**src/rtl/riscv_pkg.sv**
```systemverilog
// Shared definitions for the fetch front end: bubble encoding, default
// reset PC and the fetch FSM state encoding.
package riscv_pkg;

  localparam logic [31:0] NOP_INST         = 32'h0000_0013;
  localparam logic [31:0] RESET_PC_DEFAULT = 32'h0000_0000;

  typedef enum logic [1:0] {
    ST_EMPTY    = 2'd0,
    ST_PENDING  = 2'd1,
    ST_BUFFERED = 2'd2
  } fetch_state_t;

endpackage

```
**src/rtl/if_id_reg.sv**
```systemverilog
// IF/ID pipeline register: load enable plus a synchronous bubble load that
// wins over a normal load. Reset leaves a bubble in the register.
module if_id_reg
  import riscv_pkg::*;
#(
  parameter int               WIDTH = 32,
  parameter logic [WIDTH-1:0] NOP   = WIDTH'(NOP_INST)
) (
  input  logic             clk,
  input  logic             rst,
  input  logic             load,
  input  logic             bubble,
  input  logic [WIDTH-1:0] inst_in,
  input  logic [WIDTH-1:0] pc_in,
  output logic [WIDTH-1:0] inst,
  output logic [WIDTH-1:0] pc,
  output logic [WIDTH-1:0] pc_plus4,
  output logic             valid
);

  localparam logic [WIDTH-1:0] FOUR = WIDTH'(4);

  // Capture a bubble or a real instruction; otherwise hold for stall.
  always_ff @(posedge clk or negedge rst) begin
    if (!rst) begin
      inst  <= NOP;
      pc    <= '0;
      valid <= 1'b0;
    end else if (bubble) begin
      inst  <= NOP;
      pc    <= '0;
      valid <= 1'b0;
    end else if (load) begin
      inst  <= inst_in;
      pc    <= pc_in;
      valid <= 1'b1;
    end
  end

  assign pc_plus4 = pc + FOUR;

endmodule

```
**src/rtl/fetch_stage.sv**
```systemverilog
// Instruction fetch with a one-cycle-latency synchronous memory, a one-entry
// response buffer so a stall never drops the response already in flight,
// and flush-driven redirect that costs exactly one bubble.
module fetch_stage
  import riscv_pkg::*;
#(
  parameter int               WIDTH    = 32,
  parameter logic [WIDTH-1:0] RESET_PC = WIDTH'(RESET_PC_DEFAULT),
  parameter logic [WIDTH-1:0] NOP      = WIDTH'(NOP_INST)
) (
  input  logic             clk,
  input  logic             rst,
  input  logic             stall,
  input  logic             flush,
  input  logic [WIDTH-1:0] branch_target,
  output logic [WIDTH-1:0] imem_addr,
  output logic             imem_en,
  input  logic [WIDTH-1:0] imem_rdata,
  output logic [WIDTH-1:0] inst,
  output logic [WIDTH-1:0] pc_id,
  output logic [WIDTH-1:0] pc_plus4_id,
  output logic             valid_id
);

  localparam logic [WIDTH-1:0] FOUR = WIDTH'(4);

  fetch_state_t     state, state_nxt;
  logic [WIDTH-1:0] pc_f, rsp_pc, buf_inst, buf_pc;
  logic [WIDTH-1:0] target, ifid_inst_in, ifid_pc_in;
  logic             ifid_load, ifid_bubble, buf_load, issue;

  assign target    = {branch_target[WIDTH-1:2], 2'b00};
  assign imem_addr = flush ? target : pc_f;
  assign imem_en   = rst & (flush | !stall);

  // State register; reset returns to EMPTY so any in-flight response is ignored.
  always_ff @(posedge clk or negedge rst) begin
    if (!rst) state <= ST_EMPTY;
    else      state <= state_nxt;
  end

  // Next state and per-cycle control: flush beats stall beats advance.
  always_comb begin
    state_nxt    = state;
    ifid_load    = 1'b0;
    ifid_bubble  = 1'b0;
    buf_load     = 1'b0;
    issue        = 1'b0;
    ifid_inst_in = imem_rdata;
    ifid_pc_in   = rsp_pc;
    if (flush) begin
      ifid_bubble = 1'b1;
      issue       = 1'b1;
      state_nxt   = ST_PENDING;
    end else if (stall) begin
      if (state == ST_PENDING) begin
        buf_load  = 1'b1;
        state_nxt = ST_BUFFERED;
      end
    end else begin
      issue     = 1'b1;
      state_nxt = ST_PENDING;
      case (state)
        ST_BUFFERED: begin
          ifid_load    = 1'b1;
          ifid_inst_in = buf_inst;
          ifid_pc_in   = buf_pc;
        end
        ST_PENDING: ifid_load   = 1'b1;
        default:    ifid_bubble = 1'b1;
      endcase
    end
  end

  // Fetch PC and the PC tag of the response that will arrive next cycle.
  always_ff @(posedge clk or negedge rst) begin
    if (!rst) begin
      pc_f   <= RESET_PC;
      rsp_pc <= RESET_PC;
    end else if (issue) begin
      rsp_pc <= imem_addr;
      pc_f   <= imem_addr + FOUR;
    end
  end

  // Park the response that arrives while Decode is stalled.
  always_ff @(posedge clk or negedge rst) begin
    if (!rst) begin
      buf_inst <= NOP;
      buf_pc   <= '0;
    end else if (buf_load) begin
      buf_inst <= imem_rdata;
      buf_pc   <= rsp_pc;
    end
  end

  if_id_reg #(
    .WIDTH (WIDTH),
    .NOP   (NOP)
  ) u_if_id (
    .clk      (clk),
    .rst      (rst),
    .load     (ifid_load),
    .bubble   (ifid_bubble),
    .inst_in  (ifid_inst_in),
    .pc_in    (ifid_pc_in),
    .inst     (inst),
    .pc       (pc_id),
    .pc_plus4 (pc_plus4_id),
    .valid    (valid_id)
  );

endmodule

```
**config.mk**
```make
export PLATFORM = sky130hd
export DESIGN_NAME = fetch_stage
export DESIGN_NICKNAME = d
export VERILOG_FILES = /design/src/rtl/riscv_pkg.sv /design/src/rtl/if_id_reg.sv /design/src/rtl/fetch_stage.sv
export SDC_FILE = /design/constraint.sdc
export NUM_CORES = 1
export LEC_CHECK = 0
export CAP_MARGIN = 40
export CORE_MARGIN = 10
export CORE_UTILIZATION = 26
export CTS_CLUSTER_SIZE = 20
export DETAILED_ROUTE_END_ITERATION = 12
export SETUP_SLACK_MARGIN = 0.2
export SYNTH_ARGS = -nofsm -noshare
export SYNTH_HDL_FRONTEND = slang
export SYNTH_SLANG_ARGS = --single-unit
```
**constraint.sdc**
```tcl
create_clock -name clk -period 4.8 [get_ports clk]
set_clock_uncertainty 0.05 [all_clocks]
set_input_delay 0.96 -clock clk [delete_from_list [all_inputs] [get_ports clk]]
set_output_delay 0.96 -clock clk [all_outputs]
set_load 0.005 [all_outputs]
```
==> impl_metrics.env <==
export IMPL_outcome="complete, no violations"
export IMPL_yosysSeqAreaShare=0.510
export IMPL_powerDensity_nw_per_um2=352
export IMPL_die_x_microns=211
export IMPL_crit_type="flip-flop to output pin"
export IMPL_ys_seq_elements=193
export IMPL_path_buf_inv=1
export IMPL_cp_start_kind="flip-flop"
export IMPL_synth_xor_area_frac=0.0369
export IMPL_slowest_delay_ns=0.75
export IMPL_max_vdd_ir_drop_mv=0.205
export IMPL_grt_pass1_wl_microns=43700
export IMPL_syn_to_final_growth_pct=33.1
export IMPL_reg2regPathDepth=7
export IMPL_fill_cells=3573
export IMPL_root_buffer="clkbuf_16"
export IMPL_r2r_slack_ns=2.61
export IMPL_dieArea_sq_um=44500
export IMPL_drive_gt1_frac=0.134
export IMPL_cts_hold_buf=0
export IMPL_syn_nets=959
export IMPL_h_tree_depth=4
export IMPL_ant_nets=0
export IMPL_postCtsSetupRepairBufs=0
export IMPL_synthMuxAreaShare=0.184
export IMPL_grt_max_degree=166
export IMPL_regArea_sq_um=4840
export IMPL_path_cells="nand4_1 > nor4_1 > nand4_1 > xnor2_1 > clkdlybuf4s50_1"
export IMPL_cp_common_cell="nand4_1"
export IMPL_ys_warn_count=0
export IMPL_design_area_sq_um=12600
export IMPL_io_pins=198
export IMPL_rsz0062_at_grt="no"
export IMPL_io_buffers=195
export IMPL_async_flop_share=1.00
export IMPL_crit_path_end_kind="output pin"
export IMPL_maxSlewHeadroom=0.341
export IMPL_synth_cell_types=51
export IMPL_placed_area_sq_um=12000
export IMPL_worst_pin_slew_ns=0.988
export IMPL_fin_setup_tns_ns=0
export IMPL_wl_per_cell_microns=18.3
export IMPL_cts_tree="built"
export IMPL_synth_simple_area_share=0.131
export IMPL_postRouteWirelength_microns=28100
export IMPL_final_instance_count_excl_fill=1539
export IMPL_cts_made_buffers=17
export IMPL_die_y_microns=211
export IMPL_route_detailed_drc=0
export IMPL_mappedNetlistArea_sq_um=9480
export IMPL_setup_viol=0
export IMPL_synth_top_cell_area_share=0.493
export IMPL_cts_buffer_depth=2
export IMPL_crit_family="simple AND/OR/NAND/NOR gates"
export IMPL_cts_resized=0
export IMPL_std_cell_rows=69
export IMPL_hold_path_class="primary input to asynchronous set/reset pin"
export IMPL_firstDrtPassIters=5
export IMPL_period_needed_ns=4.03
export IMPL_final_nets=1136
export IMPL_globalRouteTotalUtil=0.127
export IMPL_maxCapViolCount=0
export IMPL_drt_vias_per_instance=4.63
export IMPL_grt_pass1_vias=7211
export IMPL_insertion_delay_ns=0.44
export IMPL_hold_viol=0
export IMPL_multi_input_area_sq_um=4340
export IMPL_synth_adder_area_share=0.00528
export IMPL_dp_hpwl_microns=20600
export IMPL_cts_sinks=193
export IMPL_critPathMaxFanout=7
export IMPL_grt_overflow=0
export IMPL_synthFlopType="dfrtp_1"
export IMPL_yosys_top_cells_area="dfrtp_1 (49%), mux2i_1 (9.1%), mux2_2 (9.0%)"
export IMPL_synth_top_cells_by_count="dfrtp_1 (187), nand2_1 (99), mux2i_1 (86)"
export IMPL_required_ns=3.79
export IMPL_core_area_sq_um=35700
export IMPL_synth_top_family_by_area="multiplexers"
export IMPL_slew_viol_final=0
export IMPL_timing_rr_end="pc_f[30]"
export IMPL_fin_crit_sh=0.839
export IMPL_place_gp_congestion=0.823
export IMPL_syn_avg_cell_area_sq_um=10.7
export IMPL_arrival_ns=3.02
export IMPL_leakage_nw=5.03
export IMPL_vias=7126
export IMPL_antenna_found_initial=3
export IMPL_synth_edf_count=0
export IMPL_r2r_start="pc_f[2]"
export IMPL_netlist_instances=887
export IMPL_dp_cells=1506
export IMPL_fmax_mhz=248
export IMPL_synth_compound_area_frac=0.0965
export IMPL_slowest_stage="nor4_1"
export IMPL_synth_most_common_cell="dfrtp_1"
export IMPL_cts_clk_slew_worst_paths_ns=0.07
export IMPL_drt_iter0_markers=406
export IMPL_start_util=0.265
export IMPL_yosys_area_top_type="dfrtp_1"
final cells by class:
class | count | share of cell area
Clock buffer | 21 | 0.0365
Inverter | 29 | 0.00863
Tap cell | 461 | 0.0457
Antenna cell | 1 | 0.000198
Clock inverter | 11 | 0.0129
Timing Repair Buffer | 209 | 0.169
Sequential cell | 193 | 0.383
Multi-Input combinational cell | 614 | 0.344
flip-flops by register name (all words and copies together) (netlist names):
| name | cells |
|---|---|
| state | 2 |
| buf_pc | 32 |
| rsp_pc | 30 |
| u_if_id.valid | 1 |
| u_if_id.inst | 32 |
| pc_f | 32 |
| buf_inst | 32 |
| u_if_id.pc | 32 |
worst max-delay path by stage:
stage               slack [ns]  cells after the start            from              end
floorplan                 1.65                     10           flush         pc_f[16]
global placement          0.96                      5           flush     imem_addr[4]
detailed placement        0.94                      5           flush     imem_addr[8]
CTS                       0.75                      5  u_if_id.pc[16]  pc_plus4_id[31]
global route              0.58                      5  u_if_id.pc[16]  pc_plus4_id[31]
finish                    0.77                      5  u_if_id.pc[16]  pc_plus4_id[31]
cells by family after synthesis:
family          count (synthesis)
simple gates                  258
flops                         193
fa+ha+maj                       4
mux                           164
compound gates                148
buf+inv                        80
xor+xnor                       40
power breakdown:
part / leakage, nW / internal (mW) / total (mW) / switching (mW)
Sequential: 2.37 / 1.88 / 2.06 / 0.182
Combinational: 2.35 / 0.476 / 0.857 / 0.381
Clock: 0.299 / 0.897 / 1.52 / 0.620
Total: 5.03 / 3.26 / 4.44 / 1.18
stage by stage:
| step | utilization | setup WS [ns] | power (mW) | hold slack (ns) |
|---|---|---|---|---|
| global route | 0.353 | 0.579 | 4.69 | 0.351 |
| floorplan | - | 1.65 | 2.50 | 0.398 |
| detailed placement | 0.336 | 0.943 | 2.97 | 0.420 |
| global placement | 0.333 | 0.961 | 2.94 | 0.414 |
| finish | 0.353 | 0.772 | 4.44 | 0.357 |
| CTS | 0.353 | 0.746 | 4.52 | 0.345 |
layout by cell type, fill, tap and decap left out, drive strengths merged, types with 4 or more instances in the layout:
cell / instances
clkdlybuf4s50: 193
dfrtp: 187
nand2: 99
mux2i: 88
mux2: 76
o21ai: 65
nor2: 58
xnor2: 37
a21oi: 34
inv: 29
nand3: 28
nand4: 23
clkbuf: 22
buf: 15
o21a: 10
nor3: 9
o31ai: 9
nand3b: 8
o22ai: 6
dfstp: 6
nor2b: 6
nand2b: 6
a22oi: 6
a211oi: 5
and3: 4
o22a: 4
clkinv: 4
bufinv: 4
nand4b: 4
ha: 4
layer usage:
layer / part of all wire / GRT usage / vias to the layer above
met3: 0.067 / 0.0393 / 26
met4: 0.015 / 0.0387 / 4
met5: 0.00092 / 0 / -
met2: 0.47 / 0.200 / 152
li1: - / - / 3466
met1: 0.45 / 0.163 / 3478
(Power assumes the default switching activity.)
